$ cat src/rtl/div_request_sequencer.sv
// Issue stage in front of the divider: one request in flight, divide-by-zero short-circuit,
// bounded wait for the result and saturating operation/error counters.
module div_request_sequencer #(
   parameter int unsigned TIMEOUT_CYCLES = 64,
   parameter int unsigned STAT_W         = 16
) (
   input  logic              clk,
   input  logic              reset,
   input  logic              req_valid,
   output logic              req_ready,
   input  logic [31:0]       req_dividend,
   input  logic [15:0]       req_divisor,
   input  logic              req_mode,
   output logic [31:0]       div_dividend,
   output logic [15:0]       div_divisor,
   output logic              div_mode,
   output logic              div_valid_input,
   input  logic              div_valid_output,
   input  logic [16:0]       div_result,
   output logic              rsp_valid,
   input  logic              rsp_ready,
   output logic [16:0]       rsp_result,
   output logic              rsp_mode,
   output logic [1:0]        rsp_err,
   output logic [STAT_W-1:0] stat_ops,
   output logic [STAT_W-1:0] stat_errs
);

   localparam logic [1:0] IDLE  = 2'd0;
   localparam logic [1:0] ISSUE = 2'd1;
   localparam logic [1:0] WAIT  = 2'd2;
   localparam logic [1:0] RESP  = 2'd3;

   localparam logic [1:0] ERR_OK      = 2'b00;
   localparam logic [1:0] ERR_DIV0    = 2'b01;
   localparam logic [1:0] ERR_TIMEOUT = 2'b10;

   localparam int unsigned CNT_W = (TIMEOUT_CYCLES > 1) ? $clog2(TIMEOUT_CYCLES) : 1;
   localparam logic [CNT_W-1:0] CNT_LAST = CNT_W'(TIMEOUT_CYCLES - 1);

   logic [1:0]        state_q, state_d;
   logic [CNT_W-1:0]  cnt_q, cnt_d;
   logic [31:0]       dividend_q, dividend_d;
   logic [15:0]       divisor_q, divisor_d;
   logic              mode_q, mode_d;
   logic [16:0]       result_q, result_d;
   logic              rsp_mode_q, rsp_mode_d;
   logic [1:0]        err_q, err_d;
   logic [STAT_W-1:0] ops_q, ops_d;
   logic [STAT_W-1:0] errs_q, errs_d;

   always_comb begin
      state_d    = state_q;
      cnt_d      = cnt_q;
      dividend_d = dividend_q;
      divisor_d  = divisor_q;
      mode_d     = mode_q;
      result_d   = result_q;
      rsp_mode_d = rsp_mode_q;
      err_d      = err_q;
      ops_d      = ops_q;
      errs_d     = errs_q;

      case (state_q)
         IDLE: begin
            if (req_valid) begin
               dividend_d = req_dividend;
               divisor_d  = req_divisor;
               mode_d     = req_mode;
               rsp_mode_d = req_mode;
               if (req_divisor == 16'd0) begin
                  // Divider is never pulsed for a zero divisor.
                  result_d = '0;
                  err_d    = ERR_DIV0;
                  state_d  = RESP;
               end else begin
                  state_d = ISSUE;
               end
            end
         end
         ISSUE: begin
            cnt_d   = '0;
            state_d = WAIT;
         end
         WAIT: begin
            // A result arriving in the timeout cycle still wins.
            if (div_valid_output) begin
               result_d = div_result;
               err_d    = ERR_OK;
               state_d  = RESP;
            end else if (cnt_q == CNT_LAST) begin
               result_d = '0;
               err_d    = ERR_TIMEOUT;
               state_d  = RESP;
            end else begin
               cnt_d = cnt_q + 1'b1;
            end
         end
         RESP: begin
            if (rsp_ready) begin
               if (ops_q != '1) ops_d = ops_q + 1'b1;
               if (err_q != ERR_OK && errs_q != '1) errs_d = errs_q + 1'b1;
               state_d = IDLE;
            end
         end
         default: state_d = IDLE;
      endcase
   end

   always_ff @(posedge clk or negedge reset) begin
      if (!reset) begin
         state_q    <= IDLE;
         cnt_q      <= '0;
         dividend_q <= '0;
         divisor_q  <= '0;
         mode_q     <= 1'b0;
         result_q   <= '0;
         rsp_mode_q <= 1'b0;
         err_q      <= ERR_OK;
         ops_q      <= '0;
         errs_q     <= '0;
      end else begin
         state_q    <= state_d;
         cnt_q      <= cnt_d;
         dividend_q <= dividend_d;
         divisor_q  <= divisor_d;
         mode_q     <= mode_d;
         result_q   <= result_d;
         rsp_mode_q <= rsp_mode_d;
         err_q      <= err_d;
         ops_q      <= ops_d;
         errs_q     <= errs_d;
      end
   end

   assign req_ready       = (state_q == IDLE);
   assign div_valid_input = (state_q == ISSUE);
   assign rsp_valid       = (state_q == RESP);
   assign div_dividend    = dividend_q;
   assign div_divisor     = divisor_q;
   assign div_mode        = mode_q;
   assign rsp_result      = result_q;
   assign rsp_mode        = rsp_mode_q;
   assign rsp_err         = err_q;
   assign stat_ops        = ops_q;
   assign stat_errs       = errs_q;

endmodule

$ cat config.mk
export PLATFORM = sky130hd
export DESIGN_NAME = div_request_sequencer
export DESIGN_NICKNAME = d
export VERILOG_FILES = /design/src/rtl/div_request_sequencer.sv
export SDC_FILE = /design/constraint.sdc
export NUM_CORES = 1
export LEC_CHECK = 0
export ABC_AREA = 1
export BUFFER_PORTS_ARGS = -buffer_cell sky130_fd_sc_hd__buf_2
export CAP_MARGIN = 20
export CORE_MARGIN = 10
export CORE_UTILIZATION = 51
export DETAILED_ROUTE_END_ITERATION = 7
export GPL_ROUTABILITY_DRIVEN = 0
export PLACE_DENSITY_LB_ADDON = 0.15
export SLEW_MARGIN = 20
export SYNTH_ARGS = -nofsm -noshare
export SYNTH_HDL_FRONTEND = slang
export SYNTH_SLANG_ARGS = --single-unit
$ cat constraint.sdc
create_clock -name clk -period 2 [get_ports clk]
set_input_delay 0.1 -clock clk [delete_from_list [all_inputs] [get_ports clk]]
set_output_delay 0.1 -clock clk [all_outputs]
set_load 0.1 [all_outputs]
==> results.md, run 1 <==
* Area growth syn-to-layout at 35.00%
* Met3 layer wire length in the routed design at 1.026 mm
* Pin count of the biggest net entering global routing at 50
* Final Slew Violations at 0
* Global-route wire length before repair at around 24 mm
* CTS sink count at between 100 and 150
* Number of CTS-inserted buffers at 9
* Setup Crit Path Kind: reg2reg
* Routed metal-1 wire length at between 5 and 6 mm
* Synth Net Count at ~650
* Area used by sequential logic in the layout at approximately 2700 um2
* Area inside the core boundary at approximately 9900 um2
* Area occupied by multi-input gates at roughly 2200 um2
* Count of state elements after synthesis at ~110
* CTS Buffer Depth at 2
* Level count of the clock H-tree at 3
* Post-route minimum period at about 1.7 ns
* Highest achievable clock rate at around 0.58 GHz
* Via density per instance at just under 5
* Crit path required time at roughly 2.3 ns
* Area share of the largest cell type after synthesis at between 50% and 60%
* Overall die area at 14630 um2
* Setup crit end kind: register
* Initial core utilization at between 50% and 60%
* Clock slew at the register clock pins of the worst setup and hold paths at around 0.10 ns
* WL final at about 14 mm
* Synthesized instance count at 570
* WP data arrival at 2.04 ns
* X dimension of the die at ~120 um
* # port buffers at between 150 and 200
* Maximum Capacitance Violations at 0
* Final HPWL DP at 10.21 mm
* Type of origin of the critical path: register
* Hold violation count in the final report at 0
* Final setup skew at 0.01396 ns
* Residual DRC at 0
* Mean Syn Cell Area at 9.118 um2
* Status: finished, final reports clean
* Per-cell routed wire length at about 15 um
* Count of warnings emitted by yosys at 0
* Share of the core filled with cells in the final layout at a little under three quarters
* Number of global-route vias before repair at 4889
* Period Utilization, post-route at between 80% and 90%
* Total global routing overflow at 0
* Setup Viol. Count Final at 0
* Type of the tightest min-delay check: in2reg
* Latest clock arrival within the worst-skew pair at 0.37 ns
* ANT cells at 0
* Rows at 36
* Amount of wire on met2 after detailed routing at around 7.6 mm
* Buffer type at the clock tree root: clkbuf_8
* Distinct cells, synth at 25
* CTS tree: done
* Final-stage net count at just under 900
* Cell Area, Synth at ~5200 um2
* Vias after detailed routing at between 4000 and 5000
* Ranking of synthesized cells by area: dfrtp_1 (52%), nand2_1 (13%), mux2_2 (11%)
* Remaining antenna violation count at 0
* Drt pass-1 iters at 4
* DRT iter0 DRCs at around 480
* Most area-hungry cell type in the Yosys netlist: dfrtp_1
* Fillcell total at 780
* Actual transition at the worst max-transition pin at between 0.5 and 0.6 ns
* Die Height at about 120 um
* Sequential-to-total area share from yosys stat at 52.00%
* Top layer used by detailed routing: met4
* Proportion of layout cells with a drive suffix above 1 at 35.64%
* Antenna violations before repair at 0
* GRT Util Overall at 20.02%
* Number of I/O pins at 175
* RSZ-0062 raised after global routing: false
* Worst Path Max Fanout at 19
* Slew margin rel. at roughly 65%
## sequential cells by signal (all words and copies together), names as in the netlist
signal	count
rsp_err	2
div_dividend	32
state_q	2
rsp_mode	1
stat_ops	16
stat_errs	16
div_divisor	16
cnt_q	6
rsp_result	17
## Yosys cell counts, drive strengths merged
cell / instances
buf: 13
mux2: 49
nand3: 42
a21oi: 1
o21ai: 17
inv: 43
clkbuf: 3
xnor2: 16
nand3b: 5
nor3: 6
nand2: 184
dfrtp: 108
xor2: 5
nand4: 4
ha: 8
nor2: 66
## layout by cell type (no fill, tap or decap)
master,n
clkbuf_1,1
buf_4,12
clkbuf_8,10
xnor2_1,16
nand2_4,2
clkinvlp_4,2
nand2_2,3
nand4_1,4
dfrtp_1,87
nor3_1,4
inv_2,1
nand2_1,179
mux2_2,49
inv_1,42
dfrtp_2,21
ha_2,2
nor2_4,3
nor2_2,3
o21ai_0,15
xor2_1,5
buf_2,173
o21ai_1,2
nand3b_1,5
nor2_1,61
dlygate4sd3_1,50
inv_6,1
nand3_1,42
a21oi_1,1
ha_1,6
bufinv_16,2
nor3_2,2
buf_12,2
## repair_timing
item | 4_1_cts | 5_1_grt
buffers inserted | 0 | 0
resized for setup | 1 | 1
pin swaps | 0 | 1
gates cloned | 0 | 1
endpoints found under the setup margin | 19 | 19
hold endpoints to repair | 133 | 0
hold buffers | 50 | 0
## cell families (layout without fill, tap and decap cells)
kind of cell	Yosys count	count (layout)	synth area share, %
simple gates	307	308	24.80
flops	108	108	52.00
buf+inv	59	296	5.392
mux	49	49	10.62
xor+xnor	21	21	3.539
compound gates	18	18	1.733
fa+ha+maj	8	8	1.926
## layer usage
metal | GRT usage [%] | up-vias
li1 | - | 2272
met1 | 21.50 | 2200
met4 | 7.541 | 0
met3 | 6.329 | 12
met5 | 0 | -
met2 | 35.88 | 123
## critical path, cell delays in order (launching register included)
cell	delay (ns)
dfrtp_1	0.43
inv_1	0.11
ha_2	0.23
inv_1	0.06
nor2_1	0.32
nor2_4	0.14
nand2_4	0.22
nand2_1	0.10
nand2_1	0.06
## per-stage QoR
step           cell area (um2)  std cells  setup slack [ns]  setup TNS (ns)  hold WS (ns)
4_1_cts                   7005        940           0.07050               0       0.01509
3_5_place_dp              6275        874           -0.1985          -3.445       0.02081
2_1_floorplan             5229        570          0.004141               0       -0.1956
6_report                  7017        941            0.2682               0       0.03500
5_1_grt                   7017        941           0.09956               0       0.03876
3_3_place_gp              6275        874           -0.1572          -2.908       0.02071
## final timing paths
check                                       from        endpoint  slack [ns]  cells after the start
worst min-delay path            div_valid_output      rsp_err[1]        0.03                      4
worst min register to register    rsp_result[14]  rsp_result[14]        0.48                      2
worst max-delay path                  state_q[1]   rsp_result[0]        0.27                      8
min in group asynchronous                  reset     stat_ops[3]        0.14                      2
max in group asynchronous                  reset     stat_ops[8]        1.21                      3
worst max register to register        state_q[1]   rsp_result[0]        0.27                      8
## cell type report
type	instances	area share, %
clock buffers	11	2.015
clock inverters	5	1.195
inverters	43	2.300
multi-input cells	404	31.90
flip-flops and latches	108	38.89
well taps	133	2.372
repair buffers	237	21.33
Power of run 1 is not shown: default switching activity piles up to over one toggle a cycle in this logic, so the estimate is an artifact.
==> inputs of run 2 (changes only) <==
Settings changed: CORE_ASPECT_RATIO set to 2.
==> run 2 against run 1 <==
Net effect:
- non-clock buffer count fell by 9
- cell count decreased by 0.32%
- first-iteration DRC count fell by 72%
- fmax fell by 1.9%
- critical endpoint is now rsp_result[9]
- sequential share of layout area increased by 0.076 points
- largest cell class unchanged
- critical path type unchanged
- clock skew decreased by 0.0075 ns
==> results.md, run 2 (synthesis results as in run 1) <==
* Status: finished, final reports clean (unchanged)
* Fillcell total at 825 (was 780)
* Setup Crit Path Kind: reg2reg (unchanged)
* Setup Viol. Count Final at 0 (unchanged)
* WP data arrival at 2.05 ns (was 2.04 ns)
* Antenna violations before repair at 4 (was 0)
* Via density per instance at 4.931 (was 4.896)
* Area inside the core boundary at 10020 um2 (was 9864 um2)
* Remaining antenna violation count at 0 (unchanged)
* Number of CTS-inserted buffers at 9 (unchanged)
* Hold violation count in the final report at 0 (unchanged)
* Chain of cells forming the critical path: inv_1 -> ha_1 -> inv_1 -> nor2_1 -> inv_1 -> nor2_2 -> nor2_4 -> nand2_4 -> nand2_1 -> nand2_1 (was inv_1 -> ha_2 -> inv_1 -> nor2_1 -> nor2_4 -> nand2_4 -> nand2_1 -> nand2_1)
* Area occupied by multi-input gates at 2238 um2 (unchanged)
* Number of buffers inserted to repair setup after CTS at 0 (unchanged)
* CTS sink count at 108 (unchanged)
* # port buffers at 174 (unchanged)
* Type of the tightest min-delay check: in2reg (unchanged)
* Largest register FFs at 32 (unchanged)
* Clock slew at the register clock pins of the worst setup and hold paths at 0.07 ns (was 0.10 ns)
* Residual DRC at 0 (unchanged)
* Standard cell with the maximum stage delay on the critical path: dfrtp_1 (unchanged)
* Initial core utilization at 51.87% (was 52.69%)
* Post-route minimum period at 1.765 ns (was 1.732 ns)
* Proportion of layout cells with a drive suffix above 1 at 35.67% (was 35.64%)
* Final HPWL DP at 10.85 mm (was 10.21 mm)
* Area used by sequential logic in the layout at 2729 um2 (unchanged)
* Latest clock arrival within the worst-skew pair at 0.35 ns (was 0.37 ns)
* Buffer type at the clock tree root: clkbuf_16 (was clkbuf_8)
* DRT iter0 DRCs at 134 (was 475)
* GRT Util Overall at 19.58% (was 20.02%)
* CTS tree: done (unchanged)
* Most repeated library cell on the critical path: inv_1
* Type of origin of the critical path: register (unchanged)
* CTS Buffer Depth at 2 (unchanged)
* Final setup skew at 0.006500 ns (was 0.01396 ns)
* WL final at 14.45 mm (was 14.44 mm)
* Highest achievable clock rate at 0.5667 GHz (was 0.5774 GHz)
* Period Utilization, post-route at 88.23% (was 86.59%)
* Pin count of the biggest net entering global routing at 64 (was 50)
* Drt pass-1 iters at 4 (unchanged)
* Level count of the clock H-tree at 3 (unchanged)
* Rows at 52 (was 36)
* Overall die area at 14870 um2 (was 14630 um2)
* Most frequent standard cell in the layout excluding fill and tap cells: nand2_1 (unchanged)
* Worst Path Max Fanout at 19 (unchanged)
* Total global routing overflow at 0 (unchanged)
* Die Height at 162.8 um (was 121.0 um)
* RSZ-0062 raised after global routing: false (unchanged)
* Final Slew Violations at 0 (unchanged)
* Number of I/O pins at 175 (unchanged)
* Number of global-route vias before repair at 4969 (was 4889)
* Largest stage delay on the critical path at 0.38 ns (was 0.43 ns)
* Maximum Capacitance Violations at 0 (unchanged)
* Crit path required time at 2.28 ns (was 2.31 ns)
* Vias after detailed routing at 4625 (was 4607)
* Most used cells in the layout excluding fill and tap cells: nand2_1 (179), buf_2 (173), dfrtp_1 (87), nor2_1 (61), mux2_2 (49) (was nand2_1 (179), buf_2 (173), dfrtp_1 (87), nor2_1 (61), dlygate4sd3_1 (50))
* Final sum of negative setup slack at 0 ns (unchanged)
* Flop-to-flop setup slack at 0.24 ns (was 0.27 ns)
* Actual transition at the worst max-transition pin at 0.5217 ns (was 0.5304 ns)
* Global-route wire length before repair at 23.58 mm (was 23.93 mm)
* Final-stage net count at 873 (was 882)
* X dimension of the die at 91.39 um (was 121.0 um)
* Setup crit end kind: register (unchanged)
* Slew margin rel. at 65.46% (was 64.88%)
* Per-cell routed wire length at 15.41 um (was 15.34 um)
* Area growth syn-to-layout at 34.74% (was 35.00%)
-- run 2: cell types whose count changed in the layout (fill, tap and decap cells not counted) --
| cell | change |
|---|---|
| buf_4 | -3 |
| bufinv_16 | -2 |
| clkbuf_16 | +9 |
| clkbuf_8 | -10 |
| clkinv_4 | +1 |
| clkinvlp_4 | -2 |
| diode_2 | +4 |
| dlygate4sd3_1 | -6 |
| inv_6 | +4 |
-- run 2: through the flow --
| stage | instances | area (um2) | util (%) | worst slack [ns] | hold WS, ns |
|---|---|---|---|---|---|
| floorplan | 570 | 5229 | - | 0.004141 | -0.1956 |
| global placement | 873 | 6255 | 62.43 | -0.1719 | 0.06465 |
| detailed placement | 873 | 6255 | 62.43 | -0.2463 | 0.07572 |
| CTS | 933 | 6982 | 69.68 | 0.04698 | 0.001088 |
| global route | 938 | 7003 | 69.89 | 0.006113 | 0.004664 |
| finish | 938 | 7003 | 69.89 | 0.2355 | 0.01153 |
-- run 2: worst max-delay path: cells and delay by family, from the launching register on --
kind                       cells  cell delay, ns
buffers and inverters          3            0.22
adders and majority gates      1            0.18
and+or+nand+nor                6            0.90
DFF                            1            0.38
-- run 2: layout make-up --
| cell class | count | share of cell area (%) |
|---|---|---|
| timing repair buffer | 228 | 20.19 |
| tap | 135 | 2.412 |
| clock buffer | 10 | 3.270 |
| antenna | 4 | 0.1429 |
| inverter | 43 | 2.305 |
| clock inverter | 6 | 0.7504 |
| sequential | 108 | 38.97 |
| multi-input combinational | 404 | 31.96 |
-- run 2: final timing paths --
kind                             endpoint  depth (start not counted)            from
max                         rsp_result[9]                         10      state_q[0]
min                        div_divisor[8]                          2  req_divisor[8]
max reg2reg                 rsp_result[9]                         10      state_q[0]
min reg2reg                 rsp_result[5]                          2   rsp_result[5]
max in group asynchronous    stat_errs[7]                          3           reset
min in group asynchronous    stat_ops[10]                          2           reset
-- run 2: metal layers --
layer  global-route usage (%)  part of all wire (%)
met2                    37.10                    57
met5                        0                     0
met3                    5.402                   5.8
met4                    10.24                   3.7
met1                    18.27                    34
-- run 2: what timing repair did --
item | 4_1_cts | 5_1_grt
hold endpoints to repair | 74 | 0
gates resized for setup | 1 | 1
pin swaps | 0 | 1
cloned | 0 | 1
endpoints found under the setup margin | 19 | 19
hold buffers | 44 | 0
Power of run 2 is left out for the same reason.
==> inputs of run 3 (changes only) <==
Settings changed: CORE_UTILIZATION 51 to 46, SETUP_SLACK_MARGIN set to 0.02.
Clock period 2 ns to 1.45 ns, I/O delays scaled along.
==> run 3 against run 2 <==
Net effect:
- the flow now finishes with violations (negative setup slack)
- register-to-register slack got worse by 0.29 ns
- fmax increased by 17%
- critical path depth decreased by 2
- die area increased by 9.0%
- clock-buffer cell count increased by 1
- worst hold slack improved by 0.034 ns
- cell count increased by 7.4%
- setup slack got worse by 0.29 ns
==> results.md, run 3 (synthesis results as in run 1) <==
* Status: finished, violations left (was finished, final reports clean)
* Final WS setup at -0.05805 ns (was 0.2355 ns)
* Area inside the core boundary at 11010 um2 (was 10020 um2)
* RSZ-0062 raised after global routing: true (was false)
* Slew margin rel. at 65.97% (was 65.46%)
* Hold violation count in the final report at 0 (unchanged)
* Most used cells in the layout excluding fill and tap cells: buf_2 (169), nand2_1 (148), dfrtp_1 (73), buf_4 (55), dlygate4sd3_1 (50) (was nand2_1 (179), buf_2 (173), dfrtp_1 (87), nor2_1 (61), mux2_2 (49))
* WP data arrival at 1.78 ns (was 2.05 ns)
* Via density per instance at 4.959 (was 4.931)
* Final Slew Violations at 0 (unchanged)
* Latest clock arrival within the worst-skew pair at 0.34 ns (was 0.35 ns)
* GRT Util Overall at 19.47% (was 19.58%)
* CTS Buffer Depth at 2 (unchanged)
* Initial core utilization at 47.19% (was 51.87%)
* Min-Delay Startpoint: div_result[15] (was req_divisor[8])
* Number of I/O pins at 175 (unchanged)
* ANT cells at 0 (was 4)
* Per-cell routed wire length at 16.80 um (was 15.41 um)
* Pin count of the biggest net entering global routing at 77 (was 64)
* Flop-to-flop setup slack at -0.06 ns (was 0.24 ns)
* Post-route minimum period at 1.508 ns (was 1.765 ns)
* Maximum Capacitance Violations at 0 (unchanged)
* Antenna violations before repair at 1 (was 4)
* Worst Path Max Fanout at 19 (unchanged)
* CTS tree: done (unchanged)
* Overall die area at 16210 um2 (was 14870 um2)
* Type of the tightest min-delay check: in2reg (unchanged)
* Post-place setup slack at -0.2779 ns (was -0.2463 ns)
* Number of global-route vias before repair at 5238 (was 4969)
* Residual DRC at 0 (unchanged)
* Drt pass-1 iters at 5 (was 4)
* Period Utilization, post-route at 104.0% (was 88.23%)
* Clock slew at the register clock pins of the worst setup and hold paths at 0.07 ns (about the same)
* Global-route wire length before repair at 25.44 mm (was 23.58 mm)
* Rows at 54 (was 52)
* Final setup skew at 0.01045 ns (was 0.006500 ns)
* Violations in the final reports: negative setup slack
* Buffer type at the clock tree root: clkbuf_16 (unchanged)
* Beginning of the critical path: cnt_q[1] (was state_q[0])
* CTS sink count at 108 (unchanged)
* Proportion of layout cells with a drive suffix above 1 at 52.25% (was 35.67%)
* Level count of the clock H-tree at 3 (unchanged)
* Highest achievable clock rate at 0.6631 GHz (was 0.5667 GHz)
* Most frequent standard cell in the layout excluding fill and tap cells: buf_2 (was nand2_1)
* Total global routing overflow at 0 (unchanged)
* Type of origin of the critical path: register (unchanged)
* Crit path required time at 1.72 ns (was 2.28 ns)
* Worst slack on hold paths at 0.04602 ns (was 0.01153 ns)
* Die Height at 170.3 um (was 162.8 um)
* Crit Reg-Reg Startpoint: cnt_q[1] (was state_q[0])
* Setup Viol. Count Final at 79 (was 0)
* Vias after detailed routing at 4994 (was 4625)
* WL final at 16.92 mm (was 14.45 mm)
* Number of CTS-inserted buffers at 9 (unchanged)
* Setup Crit Path Kind: reg2reg (unchanged)
* Final-stage net count at 941 (was 873)
* Actual transition at the worst max-transition pin at 0.5141 ns (was 0.5217 ns)
* DRT iter0 DRCs at 223 (was 134)
* # port buffers at 174 (unchanged)
* Final HPWL DP at 11.43 mm (was 10.85 mm)
* Remaining antenna violation count at 0 (unchanged)
* Area growth syn-to-layout at 60.38% (was 34.74%)
* Largest register FFs at 32 (unchanged)
* X dimension of the die at 95.16 um (was 91.39 um)
* Setup crit end kind: register (unchanged)
run 3: cell count changes in the layout (fill, tap and decap cells not counted), moves of 14 or more:
cell and change:
nand3_1 -27, nand2_1 -31, buf_4 +46, nand3_2 +26, nor2_1 -17, nand2_2 +20
dfrtp_1 -14
run 3: path summary, 6_finish.rpt:
path,end,depth (start not counted)
max reg2reg,rsp_err[0],8
min reg2reg,rsp_result[12],2
max,rsp_err[0],8
min,rsp_result[15],5
max in group asynchronous,stat_ops[11],3
min in group asynchronous,stat_errs[2],3
run 3: what timing repair did:
item / in CTS / in global routing
endpoints found under the hold margin: 157 / 0
setup endpoints to repair: 101 / 109
buffers inserted: 8 / 7
pin swaps: 18 / 30
hold buffers: 50 / 0
gates cloned: 0 / 7
gates resized for setup: 27 / 76
run 3: cell type report:
class,count,area [um2]
clock buffers,11,252.7
clock inverters,5,36.28
fillers,750,2678
inverters,43,176.4
multi-input cells,404,2758
flip-flops and latches,108,2771
well taps,140,175.2
repair buffers,296,2166
run 3: per-stage QoR:
step / std cells / cell area, um2 / utilization, % / TNS [ns]
after floorplan: 570 / 5559 / - / -16.42
after global placement: 919 / 6945 / 63.07 / -4.716
after detailed placement: 919 / 6945 / 63.07 / -7.298
after CTS: 993 / 7871 / 71.47 / -1.504
after global routing: 1007 / 8335 / 75.69 / -6.499
final: 1007 / 8335 / 75.69 / -2.112
run 3: worst max-delay path, cell delays in order, from the launching register on:
cell	delay, ns
dfrtp_1	0.37
ha_2	0.21
nand3_2	0.10
nor2_4	0.13
nor2_4	0.06
nor2_4	0.20
buf_12	0.21
nand3_2	0.09
nand2_1	0.07
run 3: per-layer routing:
layer  share of wire, %  routed length, um  vias to the layer above  GRT usage [%]
met2                 57               9693                      145          36.48
met1                 34               5683                     2418          18.87
met3                7.2               1215                       28          7.096
met5              0.041                  7                        -              0
met4                1.9                318                        2          5.759
li1                   -                  -                     2401              -
Power of run 3 is left out for the same reason.
